## src/rtl/veerwolf_uart_pkg.sv

```systemverilog
// Shared types and constants for the VeeRwolf UART receive path.
package veerwolf_uart_pkg;

    localparam int unsigned DATA_BITS            = 8;
    localparam int unsigned DEFAULT_CLKS_PER_BIT = 868;

    typedef enum logic [2:0] {
        WAIT_IDLE,
        IDLE,
        START,
        DATA,
        STOP
    } rx_state_e;

endpackage

```

## src/rtl/uart_rx_fifo.sv

```systemverilog
// Byte FIFO behind the UART receiver: registered write, head word always presented.
module uart_rx_fifo
    import veerwolf_uart_pkg::*;
#(
    parameter int unsigned FIFO_DEPTH = 4
) (
    input  logic                 clk,
    input  logic                 rst,
    input  logic                 push,
    input  logic [DATA_BITS-1:0] push_data,
    input  logic                 pop,
    output logic [DATA_BITS-1:0] head_data,
    output logic                 valid,
    output logic                 overrun
);

    localparam int unsigned AW = $clog2(FIFO_DEPTH);

    logic [AW:0]          wr_ptr;
    logic [AW:0]          rd_ptr;
    logic [DATA_BITS-1:0] mem [FIFO_DEPTH];

    logic empty_c;
    logic full_c;
    logic do_pop_c;
    logic do_push_c;

    // Wrap bit distinguishes full from empty when the index bits match.
    assign empty_c   = (wr_ptr == rd_ptr);
    assign full_c    = (wr_ptr[AW-1:0] == rd_ptr[AW-1:0]) && (wr_ptr[AW] != rd_ptr[AW]);
    assign do_pop_c  = pop && !empty_c;
    assign do_push_c = push && (!full_c || do_pop_c);

    always_ff @(posedge clk or posedge rst) begin
        if (rst) begin
            wr_ptr  <= '0;
            rd_ptr  <= '0;
            overrun <= 1'b0;
            for (int unsigned i = 0; i < FIFO_DEPTH; i++) begin
                mem[i] <= '0;
            end
        end else begin
            overrun <= push && full_c && !do_pop_c;
            if (do_push_c) begin
                mem[wr_ptr[AW-1:0]] <= push_data;
                wr_ptr              <= wr_ptr + (AW+1)'(1);
            end
            if (do_pop_c) begin
                rd_ptr <= rd_ptr + (AW+1)'(1);
            end
        end
    end

    assign valid     = !empty_c;
    assign head_data = mem[rd_ptr[AW-1:0]];

endmodule

```

## src/rtl/uart_rx_decoder.sv

```systemverilog
// 8N1 UART receiver: line synchronizer, bit-timing FSM and output byte FIFO.
module uart_rx_decoder
    import veerwolf_uart_pkg::*;
#(
    parameter int unsigned CLKS_PER_BIT = DEFAULT_CLKS_PER_BIT,
    parameter int unsigned FIFO_DEPTH   = 4
) (
    input  logic       clk,
    input  logic       rst,
    input  logic       i_serial_rx,
    output logic [7:0] o_data,
    output logic       o_valid,
    input  logic       i_ready,
    output logic       o_frame_err,
    output logic       o_overrun,
    output logic       o_busy
);

    localparam int unsigned CW = $clog2(CLKS_PER_BIT);
    localparam int unsigned IW = $clog2(DATA_BITS);
    localparam logic [CW-1:0] CNT_LAST = CW'(CLKS_PER_BIT - 1);
    localparam logic [CW-1:0] CNT_HALF = CW'(CLKS_PER_BIT / 2 - 1);
    localparam logic [IW-1:0] IDX_LAST = IW'(DATA_BITS - 1);

    logic                 sync1;
    logic                 rxs;
    rx_state_e            state;
    rx_state_e            state_next;
    logic [CW-1:0]        cnt;
    logic [CW-1:0]        cnt_next;
    logic [IW-1:0]        idx;
    logic [IW-1:0]        idx_next;
    logic [DATA_BITS-1:0] shift;
    logic [DATA_BITS-1:0] shift_next;
    logic                 busy_next;
    logic                 push_c;
    logic                 frame_err_c;

    // Synchronizer idles high so reset never looks like a start bit.
    always_ff @(posedge clk or posedge rst) begin
        if (rst) begin
            sync1 <= 1'b1;
            rxs   <= 1'b1;
        end else begin
            sync1 <= i_serial_rx;
            rxs   <= sync1;
        end
    end

    always_ff @(posedge clk or posedge rst) begin
        if (rst) begin
            state       <= WAIT_IDLE;
            cnt         <= '0;
            idx         <= '0;
            shift       <= '0;
            o_busy      <= 1'b0;
            o_frame_err <= 1'b0;
        end else begin
            state       <= state_next;
            cnt         <= cnt_next;
            idx         <= idx_next;
            shift       <= shift_next;
            o_busy      <= busy_next;
            o_frame_err <= frame_err_c;
        end
    end

    // WAIT_IDLE reuses the baud counter to count consecutive high cycles.
    always_comb begin
        state_next = state;
        cnt_next   = cnt;
        idx_next   = idx;
        shift_next = shift;
        case (state)
            WAIT_IDLE: begin
                if (!rxs) begin
                    cnt_next = '0;
                end else if (cnt == CNT_LAST) begin
                    cnt_next   = '0;
                    state_next = IDLE;
                end else begin
                    cnt_next = cnt + CW'(1);
                end
            end
            IDLE: begin
                if (!rxs) begin
                    cnt_next   = '0;
                    state_next = START;
                end
            end
            START: begin
                if (cnt == CNT_HALF) begin
                    cnt_next   = '0;
                    idx_next   = '0;
                    state_next = rxs ? IDLE : DATA;
                end else begin
                    cnt_next = cnt + CW'(1);
                end
            end
            DATA: begin
                if (cnt == CNT_LAST) begin
                    cnt_next        = '0;
                    shift_next[idx] = rxs;
                    if (idx == IDX_LAST) begin
                        state_next = STOP;
                    end else begin
                        idx_next = idx + IW'(1);
                    end
                end else begin
                    cnt_next = cnt + CW'(1);
                end
            end
            STOP: begin
                if (cnt == CNT_LAST) begin
                    cnt_next   = '0;
                    state_next = rxs ? IDLE : WAIT_IDLE;
                end else begin
                    cnt_next = cnt + CW'(1);
                end
            end
            default: begin
                cnt_next   = '0;
                state_next = WAIT_IDLE;
            end
        endcase
    end

    always_comb begin
        push_c      = 1'b0;
        frame_err_c = 1'b0;
        busy_next   = (state_next == START) || (state_next == DATA) || (state_next == STOP);
        if (state == STOP && cnt == CNT_LAST) begin
            push_c      = rxs;
            frame_err_c = !rxs;
        end
    end

    uart_rx_fifo #(
        .FIFO_DEPTH(FIFO_DEPTH)
    ) u_fifo (
        .clk      (clk),
        .rst      (rst),
        .push     (push_c),
        .push_data(shift),
        .pop      (o_valid && i_ready),
        .head_data(o_data),
        .valid    (o_valid),
        .overrun  (o_overrun)
    );

endmodule

```

## config.mk

```make
export PLATFORM = sky130hd
export DESIGN_NAME = uart_rx_decoder
export DESIGN_NICKNAME = d
export VERILOG_FILES = /design/src/rtl/veerwolf_uart_pkg.sv /design/src/rtl/uart_rx_fifo.sv /design/src/rtl/uart_rx_decoder.sv
export SDC_FILE = /design/constraint.sdc
export NUM_CORES = 1
export LEC_CHECK = 0
export ABC_CLOCK_PERIOD_IN_PS = 5600
export BUFFER_PORTS_ARGS = -buffer_cell sky130_fd_sc_hd__clkbuf_2
export CAP_MARGIN = 0
export CORE_ASPECT_RATIO = 0.8
export CORE_MARGIN = 2
export CORE_UTILIZATION = 40
export CTS_CLUSTER_SIZE = 25
export DETAILED_ROUTE_END_ITERATION = 8
export HOLD_SLACK_MARGIN = 0.08
export PLACE_DENSITY_LB_ADDON = 0.12
export SKIP_CTS_REPAIR_TIMING = 1
export SYNTH_ARGS = -nofsm -noshare
export SYNTH_HDL_FRONTEND = slang
export SYNTH_HIERARCHICAL = 1
export SYNTH_SLANG_ARGS = --single-unit
```

## constraint.sdc

```tcl
create_clock -name clk -period 5.6 [get_ports clk]
set_input_delay 0.84 -clock clk [delete_from_list [all_inputs] [get_ports clk]]
set_output_delay 0.84 -clock clk [all_outputs]
set_load 0.01 [all_outputs]
```

==> flow_summary.json, run 1 <==
{
  "min_to": "rxs$_DFF_PP1_",
  "postSynthCellCount": 256,
  "die_w_um": 108,
  "fp.dieArea_um2": 9350,
  "whs_ns": 0.361,
  "synth-xor-area-share_pct": 3.86,
  "crit_type": "flop to flop",
  "synth_top_family_by_area": "multiplexers",
  "start_kind": "flop",
  "layout_commonest_cell": "dfrtp_1",
  "ys_seq_area_share_pct": 48.9,
  "clock.fmax_ghz": 0.328,
  "holdPathStages": 0,
  "grt_pass1_wl_mm": 10.8,
  "rrSetupSlack_ns": 2.55,
  "cp-end-kind": "flop",
  "avgSynthCellArea_um2": 13.4,
  "tightest_slew_ns": 0.800,
  "drv_slew": 0,
  "cp_max_fo": 11,
  "final_cell_mix": "dfrtp_1, mux2_2, nand2_1",
  "crit_family": "compound AO/OA/AOI/OAI gates",
  "area_growth_pct": 10.6,
  "hold_start": "sync1$_DFF_PP1_",
  "p_int_w": 0.000719,
  "finalHoldViolations": 0,
  "insertion_delay_ns": 0.35,
  "die_h_um": 86.9,
  "dp_hpwl_mm": 4.20,
  "ys_seq_elements": 67,
  "grt_pass1_vias": 2031,
  "rows": 30,
  "cts_buffers": 9,
  "wl_per_cell_um": 16.2,
  "h-tree-depth": 3,
  "syn_nets": 269,
  "r2r-end": "u_fifo/mem[4]$_DFFE_PP0P_",
  "power.share.switching_pct": 21.5,
  "drc_errors": 0,
  "maxCapViolCount": 0,
  "ys.flop_type": "dfrtp_1",
  "setup_viol": 0,
  "yosysTopAreaCellShare_pct": 47.3,
  "clock_path_buffers": 2,
  "viasPerCell": 5.20,
  "cts_tree": "built",
  "setup_tns_ns": 0,
  "finalCritPeriodShare_pct": 54.5,
  "ios": 16,
  "synthTopCellsByArea": "dfrtp_1, mux2_2, mux4_2, ha_1, o41ai_4",
  "clk_pin_slew_ns": 0.07,
  "cts_root_buffer": "clkbuf_8",
  "start_util_pct": 40.9,
  "arrival_ns": 3.28,
  "yosysWarnings": 6,
  "vdd_drop_max_uv": 168,
  "path_buf_inv": 0,
  "io_buffers": 15,
  "fin_crit_ns": 3.05,
  "sequentialPowerShare_pct": 53.6,
  "synth.distinct_cells": 48,
  "first_iter_violations": 90,
  "crit_path_top_delay_cell": "o41ai_4",
  "detail-route-antenna-nets": 0,
  "power.share.combinational_pct": 2.1,
  "syn_area_um2": 3440,
  "antenna_cells": 0,
  "fp.coreArea_um2": 8410,
  "power_frac_clock_pct": 44.4,
  "synth_top_area_cell": "dfrtp_1",
  "p_per_area_nw_per_um2": 241,
  "worstPathRequired_ns": 5.83,
  "skew_ns": 0.0120,
  "min_path_type": "flop to flop",
  "layout-drive-gt1-share_pct": 33.7,
  "max_slew_margin_pct": 46.5,
  "clock_sinks": 67,
  "wl_mm": 6.34,
  "nNetsFinal": 288,
  "r2r_cells": 6,
  "grt_setup_unrepaired": "no",
  "p_leak_nw": 1.80,
  "path_cells": "xor2_4, nor2_1, nand2_1, and2_1, o41ai_4, mux2_2",
  "r2r_start": "u_fifo/rd_ptr[1]$_DFFE_PP0P_",
  "synth_compound_area_share_pct": 9.29,
  "gp_congestion": 0.827,
  "synth_mux_area_share_pct": 19.6,
  "synthAdderAreaFrac_pct": 3.28,
  "antenna_found_initial": 0,
  "status": "completed",
  "p_switching_w": 0.000197,
  "yosys.area_share.simple_pct": 12.6,
  "via_count": 2034,
  "firstDrtPassIters": 4,
  "max_stage_delay_ns": 0.84,
  "grt_start_max_net_pins": 40,
  "overflow": 0,
  "grt.total_usage_pct": 15.5,
  "synth_edf_count": 0,
  "postSynth.asyncResetShare_pct": 100
}
==> synthesized netlist by cell type (2+ instances only) <==
library cell,instances
a211o_1,3
a21o_1,3
a21oi_1,3
a22o_1,2
and2_1,6
and3_1,2
and4_1,3
buf_1,3
buf_6,3
clkbuf_1,2
dfrtp_1,65
dfstp_2,2
ha_1,9
inv_1,7
mux2_1,3
mux2_2,40
mux4_2,8
nand2_1,16
nand3_1,5
nand3b_1,2
nand4_1,2
nand4b_1,2
nor2_1,11
nor3_1,4
nor3b_1,5
nor3b_2,2
o21ai_0,10
o31ai_1,3
o41ai_1,2
o41ai_4,4
xnor2_1,3
xor2_1,4
xor2_4,2
==> worst reg2reg max path: stages (launching register included) <==
cell     delay, ns
dfrtp_1       0.79
xor2_4        0.28
nor2_1        0.18
nand2_1       0.08
and2_1        0.35
o41ai_4       0.84
mux2_2        0.42
==> cell families (layout without fill, tap and decap cells) <==
group                      Yosys count  count (layout)
AOI/OAI and AO/OA                   34              34
and+or+nand+nor                     68              68
muxes                               52              52
xor gates and xnor gates            10              10
DFF                                 67              67
adders and majority gates            9               9
buffers and inverters               16              39
==> layout make-up <==
| class | count | area [µm²] |
|---|---|---|
| fillers | 775 | 4610 |
| flip-flops and latches | 67 | 1680 |
| multi-input cells | 173 | 1670 |
| clock buffers | 13 | 159 |
| well taps | 112 | 140 |
| repair buffers | 17 | 90.1 |
| clock inverters | 2 | 35.0 |
| inverters | 7 | 26.3 |
==> how the worst max path moves through the flow <==
stage,from,slack [ns],end,cells past startpoint
floorplan,u_fifo/rd_ptr[2]$_DFFE_PP0P_,2.88,u_fifo/mem[0]$_DFFE_PP0P_,6
global placement,u_fifo/rd_ptr[0]$_DFFE_PP0P_,2.52,u_fifo/mem[1]$_DFFE_PP0P_,6
detailed placement,u_fifo/rd_ptr[0]$_DFFE_PP0P_,2.49,u_fifo/mem[2]$_DFFE_PP0P_,6
CTS,u_fifo/rd_ptr[0]$_DFFE_PP0P_,2.48,u_fifo/mem[2]$_DFFE_PP0P_,6
global route,u_fifo/rd_ptr[0]$_DFFE_PP0P_,2.26,u_fifo/mem[4]$_DFFE_PP0P_,6
finish,u_fifo/rd_ptr[1]$_DFFE_PP0P_,2.55,u_fifo/mem[4]$_DFFE_PP0P_,6
==> sequential cells by signal (all words and copies together) (netlist names) <==
| name | flops |
|---|---|
| u_fifo/mem | 32 |
| u_fifo/wr_ptr | 3 |
| idx | 3 |
| rxs | 1 |
| sync1 | 1 |
| shift | 8 |
| o_busy | 1 |
| u_fifo/overrun | 1 |
| u_fifo/rd_ptr | 3 |
| o_frame_err | 1 |
| cnt | 10 |
| state | 3 |
==> metrics by stage <==
stage / area (µm²) / setup slack, ns / total power [W] / instances / util [%]
floorplan: 3440 / 2.88 / 0.000513 / 256 / -
global placement: 3610 / 2.52 / 0.000520 / 376 / 42.9
detailed placement: 3610 / 2.49 / 0.000520 / 376 / 42.9
CTS: 3800 / 2.48 / 0.000932 / 391 / 45.2
global route: 3800 / 2.26 / 0.000955 / 391 / 45.2
finish: 3800 / 2.55 / 0.000916 / 391 / 45.2
==> power by group through the flow <==
stage	combinational, W	clock, W	sequential, W
finish	0.0000188	0.000407	0.000491
global route	0.0000228	0.000441	0.000491
CTS	0.0000202	0.000422	0.000491
detailed placement	0.0000201	0	0.000500
global placement	0.0000202	0	0.000500
floorplan	0.0000146	0	0.000498
==> layer usage <==
metal	track usage, %	routed length, µm	vias up
met4	5.24	62	0
met3	4.94	214	6
met2	21.4	2730	31
li1	-	-	979
met5	0	0	-
met1	23.0	3330	1018
Note: power is estimated with default switching activity, not from simulation.
==> run 2, diff against run 1 <==
--- a/config.mk
+++ b/config.mk
@@ -5,7 +5,7 @@
 export SDC_FILE = /design/constraint.sdc
 export NUM_CORES = 1
 export LEC_CHECK = 0
-export ABC_CLOCK_PERIOD_IN_PS = 5600
+export ABC_CLOCK_PERIOD_IN_PS = 3040
 export BUFFER_PORTS_ARGS = -buffer_cell sky130_fd_sc_hd__clkbuf_2
 export CAP_MARGIN = 0
 export CORE_ASPECT_RATIO = 0.8
==> constraint.sdc (replaced) <==
create_clock -name clk -period 3.04 [get_ports clk]
set_input_delay 0.456 -clock clk [delete_from_list [all_inputs] [get_ports clk]]
set_output_delay 0.456 -clock clk [all_outputs]
set_load 0.01 [all_outputs]
==> run 2 against run 1 <==
Net effect: fmax up 17%; non-clock buffer count increased by 10; sequential power is 84% higher; clock power rose by 130%; critical path depth shrank 1; die area did not move; utilization increased by 1.6 points; critical path type unchanged.
==> flow_summary.json, run 2 (synthesis results as in run 1) <==
{
  "antenna_cells": 0,
  "cts_buffers": 9,
  "ios": 16,
  "die_w_um": 108,
  "grt_pass1_vias": 2088,
  "skew_ns": 0.0103,
  "grt_pass1_wl_mm": 11.0,
  "die_h_um": 86.9,
  "crit_type": "flop to flop",
  "grt_setup_unrepaired": "no",
  "drv_slew": 0,
  "clk_pin_slew_ns": 0.08,
  "layout-drive-gt1-share_pct": 36.6,
  "first_iter_violations": 76,
  "stdcell_count": 402,
  "design_area_um2": 3930,
  "insertion_delay_ns": 0.35,
  "min_path_type": "input pin to flop",
  "area_growth_pct": 14.5,
  "grt_start_max_net_pins": 20,
  "rrSetupSlack_ns": 0.43,
  "drc_errors": 0,
  "cp_max_fo": 8,
  "antenna_found_initial": 0,
  "layout_commonest_cell": "dfrtp_1",
  "finalCritPeriodShare_pct": 85.9,
  "via_count": 2091,
  "p_leak_nw": 1.87,
  "clock_sinks": 67,
  "top_register": "u_fifo/mem",
  "clock_path_buffers": 2,
  "max_slew_margin_pct": 48.0,
  "overflow": 0,
  "final_cell_mix": "dfrtp_1, mux2_2, nand2_1",
  "dp_hpwl_mm": 4.39,
  "finalHoldViolations": 0,
  "firstDrtPassIters": 5,
  "viasPerCell": 5.20,
  "setup_viol": 0,
  "largest_register_ffs": 32,
  "p_per_area_nw_per_um2": 474,
  "detail-route-antenna-nets": 0,
  "place_inst": 385,
  "gp_congestion": 0.794,
  "h-tree-depth": 3,
  "vdd_drop_max_uv": 236,
  "start_util_pct": 40.9,
  "cp-end-kind": "flop",
  "nNetsFinal": 298,
  "clock.fmax_ghz": 0.383,
  "grt.total_usage_pct": 15.6,
  "cts_tree": "built",
  "fin_crit_ns": 2.61,
  "cts_root_buffer": "clkbuf_8",
  "wl_mm": 6.32,
  "tightest_slew_ns": 0.778,
  "status": "completed",
  "wl_per_cell_um": 15.7,
  "fp.coreArea_um2": 8410,
  "placed_area_um2": 3670,
  "setup_tns_ns": 0,
  "maxCapViolCount": 0,
  "nFillCells": 799,
  "start_kind": "flop",
  "io_buffers": 15,
  "reg_top3": "u_fifo/mem x32, cnt x10, shift x8",
  "arrival_ns": 2.85,
  "worstPathRequired_ns": 3.27,
  "rows": 30,
  "fp.dieArea_um2": 9350
}
[run 2: cell count changes in the layout (fill, tap and decap cells not counted), sizes merged]
cell | before | now
inv | 7 | 8
buf | 2 | 11
clkbuf | 28 | 24
dlygate4sd3 | 0 | 1
bufinv | 1 | 3
clkinv | 1 | 3
[run 2: path summary, 6_finish.rpt]
kind / startpoint / endpoint / depth (start not counted)
worst min register to register: sync1$_DFF_PP1_ / rxs$_DFF_PP1_ / 0
min in group asynchronous: rst / u_fifo/wr_ptr[1]$_DFFE_PP0P_ / 3
worst min-delay path: i_serial_rx / sync1$_DFF_PP1_ / 1
worst max-delay path: u_fifo/rd_ptr[2]$_DFFE_PP0P_ / u_fifo/wr_ptr[1]$_DFFE_PP0P_ / 5
max in group asynchronous: rst / sync1$_DFF_PP1_ / 4
worst max register to register: u_fifo/rd_ptr[2]$_DFFE_PP0P_ / u_fifo/wr_ptr[1]$_DFFE_PP0P_ / 5
[run 2: metal layers]
layer	GRT usage [%]	share of wire [%]	up-vias
met5	0	0	-
met3	4.94	4.1	8
li1	-	-	1005
met1	22.9	51	1041
met2	22.0	44	37
met4	4.55	1.3	0
[run 2: cell type report]
class                           count  area (µm²)  share of cell area [%]
Multi-Input combinational cell    173        1670                    42.5
Clock buffer                        9         124                    3.15
Timing Repair Buffer               27         168                    4.26
Clock inverter                      7         125                    3.18
Sequential cell                    67        1680                    42.7
Tap cell                          112         140                    3.56
Inverter                            7        26.3                   0.668
[run 2: worst max-delay path, stage by stage (launching register included)]
cell     delay, ns
dfrtp_1       0.44
xnor2_2       0.55
nand2_1       0.14
and2_1        0.35
o41ai_1       0.64
mux2_2        0.39
[run 2: power by group]
group / internal, W / switching [W]
clock: 0.000552 / 0.000372
combinational: 0.0000106 / 0.0000261
sequential: 0.000896 / 0.00000709
total: 0.00146 / 0.000405
[run 2: metrics by stage]
step	util (%)	setup slack, ns	total power, W	hold slack [ns]
global route	46.8	0.273	0.00194	0.170
floorplan	-	0.324	0.000944	0.345
CTS	46.7	0.400	0.00190	0.0432
detailed placement	43.7	0.407	0.000959	0.347
finish	46.8	0.429	0.00186	0.192
global placement	43.7	0.458	0.000958	0.346
==> run 3, diff against run 2 <==
--- a/config.mk
+++ b/config.mk
@@ -10,8 +10,8 @@
 export CAP_MARGIN = 0
 export CORE_ASPECT_RATIO = 0.8
 export CORE_MARGIN = 2
-export CORE_UTILIZATION = 40
-export CTS_CLUSTER_SIZE = 25
+export CORE_UTILIZATION = 60
+export CTS_CLUSTER_SIZE = 20
 export DETAILED_ROUTE_END_ITERATION = 8
 export HOLD_SLACK_MARGIN = 0.08
 export PLACE_DENSITY_LB_ADDON = 0.12
==> run 3 against run 2 <==
Net effect: final cell count is 9.0% lower; first-iteration DRC count is 32% higher; critical path depth is 1 higher; cell area is 1.7% lower; combinational power is 4% lower; highest routed layer unchanged; largest cell class unchanged; critical path type unchanged; register-to-register slack better by 0.04 ns; worst hold slack better by 0.0053 ns; non-clock buffer count is 2 lower.
==> flow_summary.json, run 3 (synthesis results as in run 1) <==
{
  "viasPerCell": 5.78,
  "cp_max_fo": 8,
  "skew_ns": 0.0105,
  "maxCapViolCount": 0,
  "layout_commonest_cell": "dfrtp_1",
  "die_w_um": 88.6,
  "clk_pin_slew_ns": 0.07,
  "gp_congestion": 0.799,
  "grt_setup_unrepaired": "no",
  "overflow": 0,
  "grt_pass1_wl_mm": 10.7,
  "cts_buffers": 9,
  "vdd_drop_max_uv": 417,
  "cts_root_buffer": "clkbuf_8",
  "crit_path_top_delay_cell": "xnor2_2",
  "design_area_um2": 3860,
  "reg_top3": "u_fifo/mem x32, cnt x10, shift x8",
  "setup_tns_ns": 0,
  "fin_crit_ns": 2.57,
  "layout-drive-gt1-share_pct": 36.5,
  "first_iter_violations": 100,
  "fp.dieArea_um2": 6350,
  "ios": 16,
  "power_w": 0.00183,
  "grt.total_usage_pct": 22.7,
  "r2r_cells": 6,
  "max_stage_delay_ns": 0.54,
  "dp_hpwl_mm": 4.26,
  "clock.fmax_ghz": 0.388,
  "rows": 24,
  "firstDrtPassIters": 5,
  "cts_tree": "built",
  "grt_pass1_vias": 2088,
  "status": "completed",
  "start_kind": "flop",
  "tightest_slew_ns": 1.03,
  "wl_per_cell_um": 17.1,
  "placed_area_um2": 3620,
  "start_util_pct": 62.5,
  "p_leak_nw": 1.85,
  "die_h_um": 71.7,
  "h-tree-depth": 3,
  "holdPathStages": 1,
  "insertion_delay_ns": 0.34,
  "setup_viol": 0,
  "antenna_found_initial": 0,
  "place_inst": 350,
  "io_buffers": 15,
  "via_count": 2116,
  "antenna_cells": 0,
  "drc_errors": 0,
  "detail-route-antenna-nets": 0,
  "p_per_area_nw_per_um2": 472,
  "final_util_pct": 70.3,
  "nFillCells": 363,
  "fp.coreArea_um2": 5500,
  "area_growth_pct": 12.5,
  "wl_mm": 6.28,
  "stdcell_count": 366,
  "min_path_type": "input pin to flop",
  "top_register": "u_fifo/mem",
  "worstPathRequired_ns": 3.26,
  "finalHoldViolations": 0,
  "largest_register_ffs": 32,
  "cp-end-kind": "flop",
  "final_cell_mix": "dfrtp_1, mux2_2, nand2_1",
  "drv_slew": 0,
  "clock_sinks": 67,
  "grt_start_max_net_pins": 40,
  "path_cells": "xnor2_2, nand2_1, and2_1, o41ai_4, buf_4, mux2_2",
  "arrival_ns": 2.79,
  "clock_path_buffers": 2,
  "nNetsFinal": 296,
  "max_slew_margin_pct": 31.1,
  "finalCritPeriodShare_pct": 84.7,
  "crit_type": "flop to flop"
}
## run 3: cell type report
type | instances | area, µm² | area share (%)
sequential | 67 | 1680 | 43.5
multi-input combinational | 173 | 1670 | 43.2
timing repair buffer | 25 | 150 | 3.89
clock buffer | 9 | 124 | 3.21
clock inverter | 7 | 116 | 3.01
tap | 78 | 97.6 | 2.53
inverter | 7 | 26.3 | 0.680
## run 3: metal layers
layer  vias up  wire length [µm]  share of wire, %  global-route usage, %
li1        996                 -                 -                      -
met1      1070              3150                50                   34.1
met2        44              2790                45                   32.2
met3         6               271               4.3                   7.72
met4         0                64               1.0                   5.22
met5         -                 0                 0                      0
## run 3: critical path, delay by kind of cell, from the launching register on
kind / cells / cell delay (ns)
simple gates: 2 / 0.47
xor+xnor: 1 / 0.54
mux: 1 / 0.35
compound gates: 1 / 0.40
flops: 1 / 0.44
buf+inv: 1 / 0.25
## run 3: final timing paths
path                            slack, ns                    startpoint                          to
worst max-delay path                 0.47  u_fifo/rd_ptr[2]$_DFFE_PP0P_  u_fifo/mem[21]$_DFFE_PP0P_
worst min-delay path                 0.20                   i_serial_rx             sync1$_DFF_PP1_
worst max register to register       0.47  u_fifo/rd_ptr[2]$_DFFE_PP0P_  u_fifo/mem[21]$_DFFE_PP0P_
worst min register to register       0.36               sync1$_DFF_PP1_               rxs$_DFF_PP1_
max in group asynchronous            1.98                           rst             sync1$_DFF_PP1_
min in group asynchronous            0.21                           rst    u_fifo/overrun$_DFF_PP0_
## run 3: power by group
| group | internal [W] | switching, W | leakage, nW |
|---|---|---|---|
| clock | 0.000543 | 0.000343 | 0.119 |
| combinational | 0.00000914 | 0.0000263 | 0.807 |
| sequential | 0.000897 | 0.00000714 | 0.927 |
| total | 0.00145 | 0.000377 | 1.85 |
## run 3: stage by stage
stage	hold WS (ns)	setup slack, ns
5_1_grt	0.170	0.311
3_5_place_dp	0.348	0.460
2_1_floorplan	0.345	0.324
4_1_cts	0.184	0.437
6_report	0.197	0.466
3_3_place_gp	0.348	0.497
